### config.mk
export PLATFORM = sky130hd
export DESIGN_NAME = logic_unit_pipe
export DESIGN_NICKNAME = d
export VERILOG_FILES = /design/src/rtl/logic_unit_pkg.sv /design/src/rtl/skid_buf2.sv /design/src/rtl/logic_unit_pipe.sv
export SDC_FILE = /design/constraint.sdc
export NUM_CORES = 1
export LEC_CHECK = 0
export CAP_MARGIN = 10
export CORE_UTILIZATION = 52
export CTS_CLUSTER_SIZE = 28
export DETAILED_ROUTE_END_ITERATION = 12
export HOLD_SLACK_MARGIN = 0.06
export PLACE_DENSITY = 0.8
export RECOVER_POWER = 100
export SYNTH_ARGS = -nofsm -noshare
export SYNTH_HDL_FRONTEND = slang
export SYNTH_HIERARCHICAL = 1
export SYNTH_SLANG_ARGS = --single-unit
### constraint.sdc
create_clock -name clk -period 2.62 [get_ports clk]
set_input_delay 0.524 -clock clk [delete_from_list [all_inputs] [get_ports clk]]
set_output_delay 0.524 -clock clk [all_outputs]
set_load 0.05 [all_outputs]
### src/rtl/logic_unit_pkg.sv
// logic_unit_pkg
// Shared types and the bitwise operation function for logic_unit_pipe.
//   op_e      : 3-bit operation select (NOT, BUF, AND, OR, XOR, NAND, NOR, XNOR)
//   occ_e     : skid-buffer occupancy (EMPTY, ONE, FULL)
//   apply_op  : bitwise result over LU_MAX_W bits; callers zero-extend their
//               operands and keep the low WIDTH bits of the result.
package logic_unit_pkg;

    // Widest operand apply_op handles; instantiations must keep WIDTH <= LU_MAX_W.
    localparam int LU_MAX_W = 256;

    typedef enum logic [2:0] {
        OP_NOT  = 3'd0,
        OP_BUF  = 3'd1,
        OP_AND  = 3'd2,
        OP_OR   = 3'd3,
        OP_XOR  = 3'd4,
        OP_NAND = 3'd5,
        OP_NOR  = 3'd6,
        OP_XNOR = 3'd7
    } op_e;

    typedef enum logic [1:0] {
        EMPTY = 2'd0,
        ONE   = 2'd1,
        FULL  = 2'd2
    } occ_e;

    // Upper bits beyond the caller's WIDTH are meaningless (NOT of zero
    // padding yields ones) and are simply discarded by the caller.
    function automatic logic [LU_MAX_W-1:0] apply_op(
        input op_e                 op,
        input logic [LU_MAX_W-1:0] a,
        input logic [LU_MAX_W-1:0] b
    );
        logic [LU_MAX_W-1:0] y;
        case (op)
            OP_NOT:  y = ~a;
            OP_BUF:  y = a;
            OP_AND:  y = a & b;
            OP_OR:   y = a | b;
            OP_XOR:  y = a ^ b;
            OP_NAND: y = ~(a & b);
            OP_NOR:  y = ~(a | b);
            OP_XNOR: y = ~(a ^ b);
            default: y = '0;
        endcase
        return y;
    endfunction

endpackage

### src/rtl/skid_buf2.sv
// skid_buf2
// Generic 2-entry valid/ready skid buffer: a head (output) register plus one
// skid register, tracked by an occupancy FSM. in_ready depends only on the
// registered occupancy, so there is no combinational out_ready -> in_ready path.
// Ports:
//   clk, rst_n          : clock, synchronous active-low reset
//   in_valid/in_ready   : upstream handshake, in_data payload
//   out_valid/out_ready : downstream handshake, out_data = head register
module skid_buf2
    import logic_unit_pkg::*;
#(
    parameter int WIDTH = 8
) (
    input  logic             clk,
    input  logic             rst_n,
    input  logic             in_valid,
    output logic             in_ready,
    input  logic [WIDTH-1:0] in_data,
    output logic             out_valid,
    input  logic             out_ready,
    output logic [WIDTH-1:0] out_data
);

    occ_e             state_reg;
    logic [WIDTH-1:0] head_reg;
    logic [WIDTH-1:0] skid_reg;
    logic             accept;
    logic             pop;

    assign in_ready  = (state_reg != FULL);
    assign out_valid = (state_reg != EMPTY);
    assign out_data  = head_reg;

    assign accept = in_valid & in_ready;
    assign pop    = out_valid & out_ready;

    always_ff @(posedge clk) begin
        if (!rst_n) begin
            state_reg <= EMPTY;
            head_reg  <= '0;
            skid_reg  <= '0;
        end else begin
            case (state_reg)
                EMPTY: begin
                    if (accept) begin
                        head_reg  <= in_data;
                        state_reg <= ONE;
                    end
                end
                ONE: begin
                    case ({accept, pop})
                        2'b10: begin
                            // Head is stalled: park the new beat behind it.
                            skid_reg  <= in_data;
                            state_reg <= FULL;
                        end
                        2'b01: state_reg <= EMPTY;
                        2'b11: head_reg  <= in_data;
                        default: ;
                    endcase
                end
                FULL: begin
                    // in_ready is low here, so only a pop can happen.
                    if (pop) begin
                        head_reg  <= skid_reg;
                        state_reg <= ONE;
                    end
                end
                default: state_reg <= EMPTY;
            endcase
        end
    end

endmodule

### src/rtl/logic_unit_pipe.sv
// logic_unit_pipe
// Registered bitwise logic unit on a valid/ready stream with a saturating
// count of delivered results.
// Ports:
//   clk, rst_n          : clock, synchronous active-low reset
//   in_valid/in_ready   : operand handshake; in_op selects the operation,
//                         in_a/in_b are the WIDTH-bit operands
//   out_valid/out_ready : result handshake; out_y is the result
//   cnt_clr             : synchronous clear of done_cnt (wins over a pop)
//   done_cnt            : saturating count of popped results
module logic_unit_pipe
    import logic_unit_pkg::*;
#(
    parameter int WIDTH = 8,
    parameter int CNT_W = 16
) (
    input  logic             clk,
    input  logic             rst_n,
    input  logic             in_valid,
    output logic             in_ready,
    input  logic [2:0]       in_op,
    input  logic [WIDTH-1:0] in_a,
    input  logic [WIDTH-1:0] in_b,
    output logic             out_valid,
    input  logic             out_ready,
    output logic [WIDTH-1:0] out_y,
    input  logic             cnt_clr,
    output logic [CNT_W-1:0] done_cnt
);

    logic [LU_MAX_W-1:0] result_full;
    logic [WIDTH-1:0]    result;
    logic [CNT_W-1:0]    cnt_reg;
    logic                pop;

    assign result_full = apply_op(op_e'(in_op), LU_MAX_W'(in_a), LU_MAX_W'(in_b));
    assign result      = result_full[WIDTH-1:0];

    // Fold the discarded upper result bits into a sink so they are visibly consumed.
    generate
        if (WIDTH < LU_MAX_W) begin : g_hi
            logic unused_hi;
            assign unused_hi = ^result_full[LU_MAX_W-1:WIDTH];
        end
    endgenerate

    skid_buf2 #(
        .WIDTH(WIDTH)
    ) u_skid (
        .clk       (clk),
        .rst_n     (rst_n),
        .in_valid  (in_valid),
        .in_ready  (in_ready),
        .in_data   (result),
        .out_valid (out_valid),
        .out_ready (out_ready),
        .out_data  (out_y)
    );

    assign pop = out_valid & out_ready;

    always_ff @(posedge clk) begin
        if (!rst_n) begin
            cnt_reg <= '0;
        end else if (cnt_clr) begin
            cnt_reg <= '0;
        end else if (pop && (cnt_reg != {CNT_W{1'b1}})) begin
            cnt_reg <= cnt_reg + 1'b1;
        end
    end

    assign done_cnt = cnt_reg;

endmodule

; Word-level counts from Yosys, hierarchy flattened
; Index checks and enable logic that the tools add are counted.
[classes]
reduce_logical = 9
n_addsub = 1
bitwise = 10
muxes = 9
n_eq_ne = 18
[ops]
columns = op, n
row1 = $pmux W8 S8, 1
row2 = $not A8 Y8, 4
row3 = $mux W8, 3
row4 = $pmux W8 S3, 1
row5 = $add A16 B1 Y16 const B, 1
row6 = $ne A16 B16 Y1 const B, 1
row7 = $eq A3 B3 Y1 const B, 4
row8 = $and A8 B8 Y8, 1
row9 = $or A8 B8 Y8, 1
row10 = $xor A8 B8 Y8, 1
row11 = $eq A2 B2 Y1 const B, 3
row12 = $eq A3 B2 Y1 const B, 2
row13 = $ne A2 B2 Y1 const B, 3
row14 = $pmux W2 S3, 1
row15 = $eq A2 B1 Y1 const B, 2
row16 = $mux W2, 2
row17 = $pmux W2 S2, 1
row18 = $reduce_and A4 Y1, 1
row19 = $eq A3 B1 Y1 const B, 1
row20 = $logic_not A3 Y1, 1
row21 = $ne A3 B2 Y1 const B, 1
row22 = $reduce_and A3 Y1, 1
row23 = $reduce_bool A3 Y1, 1
row24 = $and A1 B1 Y1, 2
row25 = 7 further kinds, 7
[word_totals]
inputBits = 24
output_inout_bits = 26
reg_bits = 34

; Longest topological paths before layout
; Gate-level depths: netlist (run 1).
[depth]
word_depth = 5
mapped_depth = 9
mapped_depth_nobuf = 8

; Cells and area by module
; The synthesis (run 1) kept the hierarchy.
[modules_own_cells]
columns = mod, area_each_um2, seq_area_each_um2, cells_each, n_inst
row1 = logic_unit_pipe, 1687.9, 320.3, 202, 1
row2 = skid_buf2, 815.8, 360.3, 77, 1

; Least setup slack after synthesis (run 1)
; No wires, ideal clock.
[synth_path]
kind = input-to-reg
start = in in_a[3]
end = reg u_skid.head_reg[3] (netlist: u_skid/out_data[3])
required_ns = 2.486
stages = 8
n_path_buf = 0
arrival_time_ns = 2.006
setup_ns = 0.134
path_slack_ns = 0.480
cell_sequence = inv_1 -> ha_1 -> or3b_2 -> o211ai_1 -> a221oi_1 -> a311o_1 -> mux2i_1 -> a211oi_1
[synth_via]
elab_chain_len = 5
[synth_rtl]
columns = item, line_no
row1 = from (decl), logic_unit_pipe.sv:22  ; input logic [WIDTH-1:0] in_a,
row2 = "$xor A8 B8 Y8, or another cell as far along", "logic_unit_pkg.sv:42, logic_unit_pkg.sv:45"
row3 = "$not A8 Y8, on equally long branches", "logic_unit_pkg.sv:45, logic_unit_pkg.sv:43, logic_unit_pkg.sv:44"
row4 = $pmux W8 S8 *, logic_unit_pkg.sv:37  ; case (op)
row5 = named net result_full[3], logic_unit_pipe.sv:31  ; logic [LU_MAX_W-1:0] result_full;
row6 = "$mux W8, on equally long branches", "skid_buf2.sv:51, skid_buf2.sv:45"
row7 = $pmux W8 S3 *, skid_buf2.sv:43  ; case (state_reg)
row8 = to (signal assigned), skid_buf2.sv:46  ; head_reg <= in_data;
row9 = to (signal assigned), skid_buf2.sv:58  ; 2'b11: head_reg <= in_data;
row10 = to (signal assigned), skid_buf2.sv:65  ; head_reg <= skid_reg;
row11 = to (decl), skid_buf2.sv:25  ; logic [WIDTH-1:0] head_reg;
; The timed path passes the listed nets; every way through them passes the cells marked *. The select of a mux whose other input is x is not followed.
; A chain may end at the register's enable or synchronous reset.

; Worst setup path in the final report (run 1)
; Ends and elaborated chain as after synthesis.

==> flow_summary.json, run 1 <==
{
  "leakagePower_nw": 1.31,
  "synth.distinct_cells": 58,
  "grt_max_degree": 35,
  "min_from": "u_skid/skid_reg[1]",
  "syn_area_um2": 2500,
  "ioPinCount": 50,
  "antenna_found_initial": 0,
  "synth_area_leaders": "dfxtp_1 27%, mux2i_1 9.6%, ha_1 8.5%",
  "grt_pass1_wl_um": 9350,
  "htree_levels": 2,
  "area_growth_pct": 26.3,
  "r2r_start": "done_cnt[0]",
  "vdd_drop_max_v": 0.000235,
  "synth_top_area_share_pct": 27.2,
  "startpoint": "in_a[3]",
  "post_cts_resized": 0,
  "status": "finished with violations",
  "ys.flop_type": "dfxtp_1",
  "syn_nets": 320,
  "wl_per_cell_um": 13.9,
  "slew-limit-headroom_pct": 48.4,
  "largest_reg_flops": 16,
  "violations": "design-rule violations",
  "place_congestion": 0.860,
  "timing.fmax_ghz": 0.414,
  "place_hpwl_um": 4130,
  "via_per_inst": 6.08,
  "crit_fanout": 2,
  "yosysMostFrequentCell": "dfxtp_1",
  "num_rows": 24,
  "cts-root-buf": "clkbuf_8",
  "worstMarginPinSlew_ns": 0.767,
  "setup_viol": 0,
  "crit_chain": "clkdlybuf4s50_1, inv_1, ha_1, or3b_2, o211ai_1, a221oi_1, a311o_1, mux2i_1, a211oi_1",
  "p_total_mw": 1.32,
  "start_kind": "input port",
  "cts_buffer_depth": 2,
  "cp-end-kind": "flop",
  "p_per_area_nw_per_um2": 417,
  "grt_overflow": 0,
  "avgSynthCellArea_um2": 8.97,
  "cts_buffers": 5,
  "yosys.area.top_type": "dfxtp_1",
  "worst_clock_skew_ns": 0.00509,
  "gr-usage-all-layers_pct": 22.8,
  "cts_tree": "yes",
  "clk_latency_ns": 0.29,
  "vias": 2348,
  "rsz0062_at_grt": "no",
  "worstPathRequired_ns": 2.78,
  "netlist_instances": 279,
  "ant_nets": 0,
  "period_share_pct": 92.2,
  "start_util_pct": 55.6,
  "cap_violations": 0,
  "die_x_um": 71.4,
  "num-nets-final": 374,
  "dr.pass1.iters": 9,
  "die_y_um": 71.4,
  "fin_util_pct": 70.2,
  "clk_pin_slew_worst_paths_ns": 0.07,
  "cts_setup_buffers": 0,
  "num_antenna_cells": 0,
  "ys_top_cells_by_count": "34 x dfxtp_1, 24 x mux2i_1, 20 x nand2_1",
  "cts.sinks": 34,
  "crit_arrival_ns": 2.57,
  "dp_cells": 378,
  "synth_edf_count": 0,
  "synthArstFlopShare_pct": 0,
  "layout-drive-gt1-share_pct": 11.7,
  "grt_pass1_vias": 2116,
  "crit_type": "input port to flop",
  "drc": 4,
  "yosys_warnings": 6,
  "max_stage_delay_ns": 0.48,
  "wirelength_um": 5360,
  "numPortBuffers": 49,
  "die_area_um2": 5100,
  "drtIter0Drc": 266,
  "core_um2": 4500,
  "hp-class": "flop to flop",
  "cts_hold_buf": 0,
  "synth-seq-area-share_pct": 27.2,
  "fillCellCount": 363,
  "ys_ff_latch": 34,
  "slew_violations": 0,
  "hold_viol": 0,
  "fin_crit_ns": 2.42,
  "layout.cells.non_filler": 386,
  "slowest_stage": "clkdlybuf4s50_1",
  "timing.hold.ws_ns": 0.494
}
cells by family (layout without fill, tap and decap cells):
kind of cell | after synthesis | in the layout | synth area share (%)
AND/OR/NAND/NOR | 87 | 87 | 19.9
AO/OA/AOI/OAI | 71 | 71 | 19.5
multiplexers | 37 | 37 | 19.2
flip-flops | 34 | 34 | 27.2
buffers and inverters | 33 | 88 | 5.70
adder cells (fa/ha/maj) | 17 | 17 | 8.50
layout make-up:
cell class	instances	area [um^2]	area share, %
inverter	21	78.8	2.49
multi-input combinational	212	1670	52.8
clock inverter	2	12.5	0.396
tap	52	65.1	2.06
timing repair buffer	59	574	18.2
clock buffer	6	82.6	2.61
sequential	34	681	21.5
worst max-delay path: cells and delay by family:
kind,cells,cell delay (ns)
buffers and inverters,2,0.54
AO/OA/AOI/OAI,4,0.59
multiplexers,1,0.15
adder cells (fa/ha/maj),1,0.30
AND/OR/NAND/NOR,1,0.47
report_power, final:
| part | internal [mW] | switching, mW |
|---|---|---|
| registers | 0.538 | 0.0135 |
| logic | 0.161 | 0.201 |
| clock network | 0.211 | 0.193 |
layer usage:
layer | track usage (%) | up-vias | routed length [um]
met3 | 4.50 | 5 | 277
met4 | 8.67 | 0 | 65
met2 | 35.6 | 73 | 2410
met1 | 31.3 | 1100 | 2610
li1 | - | 1170 | -
met5 | 0 | - | 0
cell usage in the layout, fill, tap and decap left out, types with 2 or more instances in the layout:
master / instances
and3_1: 3
mux4_2: 8
inv_1: 17
nand2b_1: 5
mux2_2: 4
a31oi_1: 5
clkinv_1: 4
nand3_1: 6
a32oi_1: 2
o31ai_1: 3
nand2_1: 20
ha_1: 17
mux2i_1: 24
and3_2: 2
a211oi_1: 19
a21oi_1: 14
nor2_1: 17
nand4_1: 7
nor3_1: 3
dlygate4sd3_1: 34
a311o_1: 2
a221oi_1: 2
or4_1: 4
buf_4: 8
o21ai_0: 12
clkdlybuf4s50_1: 15
nor3b_1: 2
o211ai_1: 4
dfxtp_1: 34
or3_1: 2
clkbuf_8: 6
path summary, 6_finish.rpt:
| kind | slack (ns) | end | depth (start not counted) |
|---|---|---|---|
| max | 0.20 | u_skid/out_data[3] | 9 |
| min reg2reg | 0.49 | u_skid/skid_reg[1] | 2 |
| min | 0.49 | u_skid/skid_reg[1] | 2 |
| max reg2reg | 0.55 | done_cnt[3] | 5 |
stage by stage:
stage	area (um^2)	setup TNS, ns	setup WS (ns)
4_1_cts	3180	0	0.197
3_5_place_dp	3080	-0.115	-0.0723
3_3_place_gp	3080	-0.0146	-0.0146
6_report	3160	0	0.203
5_1_grt	3160	0	0.0784
2_1_floorplan	2500	0	0.480
(Power assumes the default switching activity.)
==> run 2, diff against run 1 <==
--- a/config.mk
+++ b/config.mk
@@ -7,7 +7,7 @@
 export LEC_CHECK = 0
 export CAP_MARGIN = 10
 export CORE_UTILIZATION = 52
-export CTS_CLUSTER_SIZE = 28
+export CTS_CLUSTER_SIZE = 14
 export DETAILED_ROUTE_END_ITERATION = 12
 export HOLD_SLACK_MARGIN = 0.06
 export PLACE_DENSITY = 0.8
==> results of run 2 <==
Final layout, timing and power as in run 1 (identical DEF).
